--- src/rtl/bist_tpg.sv ---
// Galois-LFSR test pattern generator: emits num_patterns pseudo-random words per run,
// each qualified by pattern_valid, which also serves as the MISR enable.
module bist_tpg #(
    parameter int unsigned        WIDTH        = 4,
    parameter logic [WIDTH-1:0]   POLY         = 4'b0011,
    parameter logic [WIDTH-1:0]   DEFAULT_SEED = 4'b0001,
    parameter int unsigned        COUNT_W      = 8
) (
    input  logic               clock,
    input  logic               reset,
    input  logic               start,
    input  logic [WIDTH-1:0]   seed,
    input  logic [COUNT_W-1:0] num_patterns,
    input  logic               hold,
    input  logic               abort,
    output logic [WIDTH-1:0]   pattern,
    output logic               pattern_valid,
    output logic               busy,
    output logic               done
);

    typedef enum logic [1:0] {
        S_IDLE,
        S_RUN,
        S_DONE
    } state_t;

    state_t             state_q, state_d;
    logic [WIDTH-1:0]   pattern_q, pattern_d;
    logic [COUNT_W-1:0] remaining_q, remaining_d;
    logic [WIDTH-1:0]   lfsr_next;

    assign lfsr_next = {pattern_q[WIDTH-2:0], 1'b0} ^ (pattern_q[WIDTH-1] ? POLY : '0);

    always_ff @(posedge clock or negedge reset) begin
        if (!reset) begin
            state_q     <= S_IDLE;
            pattern_q   <= '0;
            remaining_q <= '0;
        end else begin
            state_q     <= state_d;
            pattern_q   <= pattern_d;
            remaining_q <= remaining_d;
        end
    end

    always_comb begin
        state_d     = state_q;
        pattern_d   = pattern_q;
        remaining_d = remaining_q;
        unique case (state_q)
            S_IDLE: begin
                if (start) begin
                    pattern_d   = (seed == '0) ? DEFAULT_SEED : seed;
                    remaining_d = num_patterns;
                    state_d     = (num_patterns != '0) ? S_RUN : S_DONE;
                end
            end
            S_RUN: begin
                // A word presented with hold low is consumed even when abort lands on the same
                // edge, so the register always holds the next unconsumed LFSR state.
                if (!hold) begin
                    pattern_d   = lfsr_next;
                    remaining_d = remaining_q - 1'b1;
                end
                if (abort) begin
                    state_d = S_IDLE;
                end else if (!hold && remaining_q == COUNT_W'(1)) begin
                    state_d = S_DONE;
                end
            end
            S_DONE: begin
                state_d = S_IDLE;
            end
            default: begin
                state_d = S_IDLE;
            end
        endcase
    end

    assign pattern       = pattern_q;
    assign busy          = (state_q != S_IDLE);
    assign pattern_valid = (state_q == S_RUN) && !hold;
    assign done          = (state_q == S_DONE) && !abort;

endmodule

--- config.mk ---
export PLATFORM = sky130hd
export DESIGN_NAME = bist_tpg
export DESIGN_NICKNAME = d
export VERILOG_FILES = /design/src/rtl/bist_tpg.sv
export SDC_FILE = /design/constraint.sdc
export NUM_CORES = 1
export LEC_CHECK = 0
export CORE_UTILIZATION = 38
export DETAILED_ROUTE_END_ITERATION = 8
export GPL_TIMING_DRIVEN = 0
export PLACE_DENSITY = 0.66
export SYNTH_ARGS = -nofsm -noshare
export SYNTH_HDL_FRONTEND = slang
export SYNTH_SLANG_ARGS = --single-unit
--- constraint.sdc ---
create_clock -name clock -period 3.67 [get_ports clock]
set_input_delay 0.9175 -clock clock [delete_from_list [all_inputs] [get_ports clock]]
set_output_delay 0.9175 -clock clock [all_outputs]
set_load 0.01 [all_outputs]
==> impl_metrics.ini <==
[worst_setup_path]
critPathArrivalTime_ns = 2.14
crit_fanout = 3
worstPathRequired_ns = 2.75
path_class = primary input to primary output
start_kind = primary input
end_kind = primary output
rr_worst_depth = 4

[route]
detail_route.first_pass.iterations = 4
vias_per_cell = 5.43
drt_wl_total_um = 2070
maxUsedRoutingLayer = met4
drc_errors = 0
ant_nets = 0
wl_met1_um = 936
met3_length_um = 162
wl_met2_um = 940
drtIter0Drc = 50
vias = 853
wl_per_cell_um = 13.2

[power]
p_leak_nw = 0.472
p_per_area_nw_per_um2 = 561
internal_power_mw = 0.401
p_sw_mw = 0.253
swShare_pct = 38.6
combinationalPowerShare_pct = 41.6
vdd_ir_drop_max_mv = 0.325
p_clk_share_pct = 16.5
pwr-share-seq_pct = 41.9

[clocking]
cts_root_buffer = clkbuf_4
cts_buffers = 3
clock-sinks = 14
cts.path.max_buffers = 2
hold_buffers = 0
insertion_delay_ns = 0.28
cts_resized = 0
postCtsSetupBuffers = 0
h-tree-depth = 1
path_clk_slew_ns = 0.08
cts_tree = done

[floorplan]
die_area_sq_um = 2470
dieWidth_um = 49.7
die_h_um = 49.7
start_util_pct = 42.3
io_pins = 24
rows = 16
core_sq_um = 2040

[global_route]
grt_use_total_pct = 19.1
grt_pass1_vias = 781
antenna_found_initial = 0
grt_pass1_wl_um = 3480
overflow = 0
grt_max_degree = 15

[run_status]
status = complete, no violations

[logic_synthesis]
synth_flop_cell = dfrtp_1
synth_nets = 122
synthArstFlopShare_pct = 100
syn-mean-instance-area_sq_um = 8.39
ys_ff_latch = 14
synth_edf_count = 0
synth_cell_types = 34
yosysWarnings = 0
synth_top_area_share_pct = 40.5
syn_inst = 103
synthesis.area_sq_um = 865
synth_top_area_cell = dfrtp_1
synth_area_leaders = dfrtp_1 41%, o21ai_0 7.5%, nor2_1 6.1%
ys_seq_area_share_pct = 40.5

[place]
hpwl_um = 1600
gp_congestion = 0.822
port_buffers = 23

[timing]
min_period_over_period_pct = 83.4
rsz0062_at_grt = false
fin_worst_skew_ns = 0.00192
period_needed_ns = 3.06
slew_violations = 0
fin_setup_tns_ns = 0
hold_violations = 0
worstMarginPinSlew_ns = 0.619
fmax_mhz = 327
hold_ws_ns = 0.523
max_slew_margin_pct = 58.6
setup_viol = 0

[job]
drv_cap = 0

[worst_hold_path]
min_delay_path_depth = 2
hp-class = flip-flop to flip-flop

[cells_and_area]
finalNetCount = 150
n_fill_cell = 198
drive_above_1_share_pct = 9.23
diodes = 0
area_delta_synth_final_pct = 34.7
[final cells by class]
| cell class | instances | area (sq um) | share of cell area (%) |
|---|---|---|---|
| sequential | 14 | 350 | 30.1 |
| buffer | 4 | 18.8 | 1.61 |
| tap | 27 | 33.8 | 2.90 |
| clock buffer | 4 | 36.3 | 3.11 |
| multi-input combinational | 80 | 477 | 40.9 |
| timing repair buffer | 23 | 230 | 19.8 |
| inverter | 5 | 18.8 | 1.61 |
[cell families (layout without fill, tap and decap cells)]
logic type	after synthesis	in the layout	synth area share, %
AND/OR/NAND/NOR	41	41	25.9
AO/OA/AOI/OAI	35	35	24.2
flip-flops	14	14	40.5
XOR/XNOR	1	1	1.01
adder cells (fa/ha/maj)	2	2	2.89
buffers and inverters	9	36	4.34
multiplexers	1	1	1.16
[final timing paths]
check,startpoint,to,slack (ns)
max in group asynchronous,reset,remaining_q[0],2.25
min in group asynchronous,reset,pattern[0],1.02
hold reg to reg,pattern[1],pattern[1],0.52
setup / recovery,abort,done,0.61
hold / removal,pattern[1],pattern[1],0.52
setup reg to reg,state_q[0],remaining_q[6],2.11
[worst max-delay path, stage by stage]
cell and delay (ns):
clkdlybuf4s50_1 0.45, nor3b_1 0.21, clkdlybuf4s50_1 0.57
[flip-flops by register name, indices dropped and copies added (netlist names)]
| name | count |
|---|---|
| remaining_q | 8 |
| state_q | 2 |
| pattern | 4 |
[layer usage]
metal  vias to the layer above  global-route usage, %
li1                        430                      -
met3                         4                   6.17
met1                       378                   26.3
met4                         0                   6.67
met2                        41                   27.7
met5                         -                      0
[synth_stat cells, drive strengths merged (2+ instances only)]
cell type / count
dfrtp: 14
nor2: 14
o21ai: 14
a21oi: 8
nand2: 8
inv: 5
a31oi: 4
a22oi: 3
buf: 3
nand2b: 3
nor3: 3
ha: 2
nand3: 2
nand4: 2
or3: 2
or4: 2
[stage by stage]
step	setup slack (ns)	cells	util [%]	total power [mW]	area (sq um)
2_1_floorplan	1.53	103	-	0.437	865
3_3_place_gp	0.656	153	55.3	0.541	1130
3_5_place_dp	0.598	153	55.3	0.546	1130
4_1_cts	0.585	157	57.0	0.656	1160
5_1_grt	0.560	157	57.0	0.712	1160
6_report	0.610	157	57.0	0.654	1160
[power groups by stage]
stage               sequential, mW  clock [mW]  combinational (mW)
finish                       0.274       0.108               0.272
global route                 0.283       0.118               0.311
CTS                          0.272       0.111               0.273
detailed placement           0.275           0               0.271
global placement             0.273           0               0.267
floorplan                    0.270           0               0.167
[cell usage in the layout (no fill, tap or decap), drive strengths merged, types with 2 or more instances in the layout]
cell and n:
inv 5, nor3 3, a21oi 8, a22oi 3
or3 2, clkdlybuf4s50 23, or4 2, buf 3
ha 2, clkbuf 5, nand2b 3, nor2 14
nand3 2, dfrtp 14, a31oi 4, nand4 2
nand2 8, o21ai 14
Note: power is estimated with default switching activity, not from simulation.
==> edit (same flow settings) <==
Change the parameter `WIDTH` from 4 to 5.
--- a/src/rtl/bist_tpg.sv
+++ b/src/rtl/bist_tpg.sv
@@ -3,3 +3,3 @@
 module bist_tpg #(
-    parameter int unsigned        WIDTH        = 4,
+    parameter int unsigned        WIDTH        = 5,
     parameter logic [WIDTH-1:0]   POLY         = 4'b0011,
Ports: changed (resized pattern and seed); port bits go from 24 to 26. The function was not compared with the original's and may differ.
==> edit against the original RTL <==
Setup slack got worse by 0.0037 ns. Total power up 4.2%. Worst hold slack improved by 0.020 ns. Combinational power is 5% higher. Cell area increased by 6.2%. Routed wire length up 9.9%. Core utilization fell by 2.2 points. Clock skew increased by 0.0018 ns. Sequential cell count is 1 higher. Area after synthesis up 7.1%. Highest routed layer unchanged. Clock power decreased by 12%. Register-to-register slack improved by 0.13 ns. Global-route usage increased by 1.1 points.
==> edit: results (changes against the original RTL) <==
- Nonclk buf count: 31 (was 27)
- Crit path capture: done (unchanged)
- Signal buf overhead: 0.236 (was 0.214)
- Synthesized flop and latch total: 15 (was 14)
- Max-slew headroom: 0.567 (was 0.586)
- P_leak: 0.493 nW (was 0.472 nW)
- Routed vias/inst: 5.48 (was 5.43)
- Non-clk invs: 3 (was 5)
- Final Skew: 0.00374 ns (was 0.00192 ns)
- Met3 WL: 108 um (was 162 um)
- Top cells by area, synth: dfrtp_1, nand2_1, nor2_1 (was dfrtp_1, o21ai_0, nor2_1)
- Synth cell types: 35 (was 34)
- Hold EP: pattern[0] (was pattern[1])
- Worst reg2reg endpoint: state_q[0] (was remaining_q[6])
- GRT met3 Usage: 0.0357 (was 0.0617)
- Layout cells sized above 1: 0.103 (was 0.0923)
- Logic pwr share: 0.418 (was 0.416)
- Pin count of the biggest net entering global routing: 16 (was 15)
- Post-Synth XOR/XNOR Area: 0.00946 (was 0.0101)
- GPL Wtd Cong: 0.814 (was 0.822)
- Fillers: 232 (was 198)
- Routed length per instance: 13.9 um (was 13.2 um)
- Multi-input gates: 83 (was 80)
- Vias in the first global route: 837 (was 781)
- Fraction of area in registers: 0.303 (was 0.301)
- Final Net Count: 157 (was 150)
- Met1 Usage GRT: 0.277 (was 0.263)
- M1 WL: 1120 um (was 936 um)
- Core area: 2250 sq um (was 2040 sq um)
- Reg2reg path depth: 3 (was 4)
- R2r startpoint: remaining_q[2] (was state_q[0])
- DR iter-0 viols: 31 (was 50)
- Post-synthesis compound-gate area fraction: 0.224 (was 0.242)
- Sequential power: 0.301 mW (was 0.274 mW)
- First-pass GRT wire length: 3910 um (was 3480 um)
- Synth Area in Adders: 0.0270 (was 0.0289)
- ClkCell Share: 0.0212 (was 0.0311)
- Placed cell area: 1210 sq um (was 1130 sq um)
- Peak VDD IR: 0.303 mV (was 0.325 mV)
- Post-DP HPWL: 1760 um (was 1600 um)
- Met2 wire len: 1040 um (was 940 um)
- Mux cell area share after synthesis: 0.0108 (was 0.0116)
- Max Fclk: 0.326 GHz (was 0.327 GHz)
- Net Sw Frac: 0.391 (was 0.386)
- Worst Setup SP: abort (unchanged)
- Pre-CTS setup slack: 0.619 ns (was 0.598 ns)
- Outcome: finished, final reports clean (unchanged)
[edit: changes by cell type in the layout (fill, tap and decap cells not counted), sizes merged, moves of 2 or more]
cell,delta
inv,-2
buf,+3
nor4,+3
a2bb2oi,+3
o22ai,+2
or4,-2
o21ai,-6
nand2,+9
clkdlybuf4s50,+2
[edit: critical path: stages]
cell	delay, ns
clkdlybuf4s50_1	0.46
nor3b_1	0.20
clkdlybuf4s50_1	0.57
[edit: through the flow]
| step | util | hold WS [ns] | std cells | total power [mW] |
|---|---|---|---|---|
| after floorplan | - | 0.527 | 107 | 0.470 |
| after global placement | 0.537 | 0.527 | 160 | 0.582 |
| after detailed placement | 0.537 | 0.521 | 160 | 0.589 |
| after CTS | 0.549 | 0.547 | 164 | 0.686 |
| after global routing | 0.549 | 0.609 | 164 | 0.735 |
| final | 0.549 | 0.544 | 164 | 0.681 |
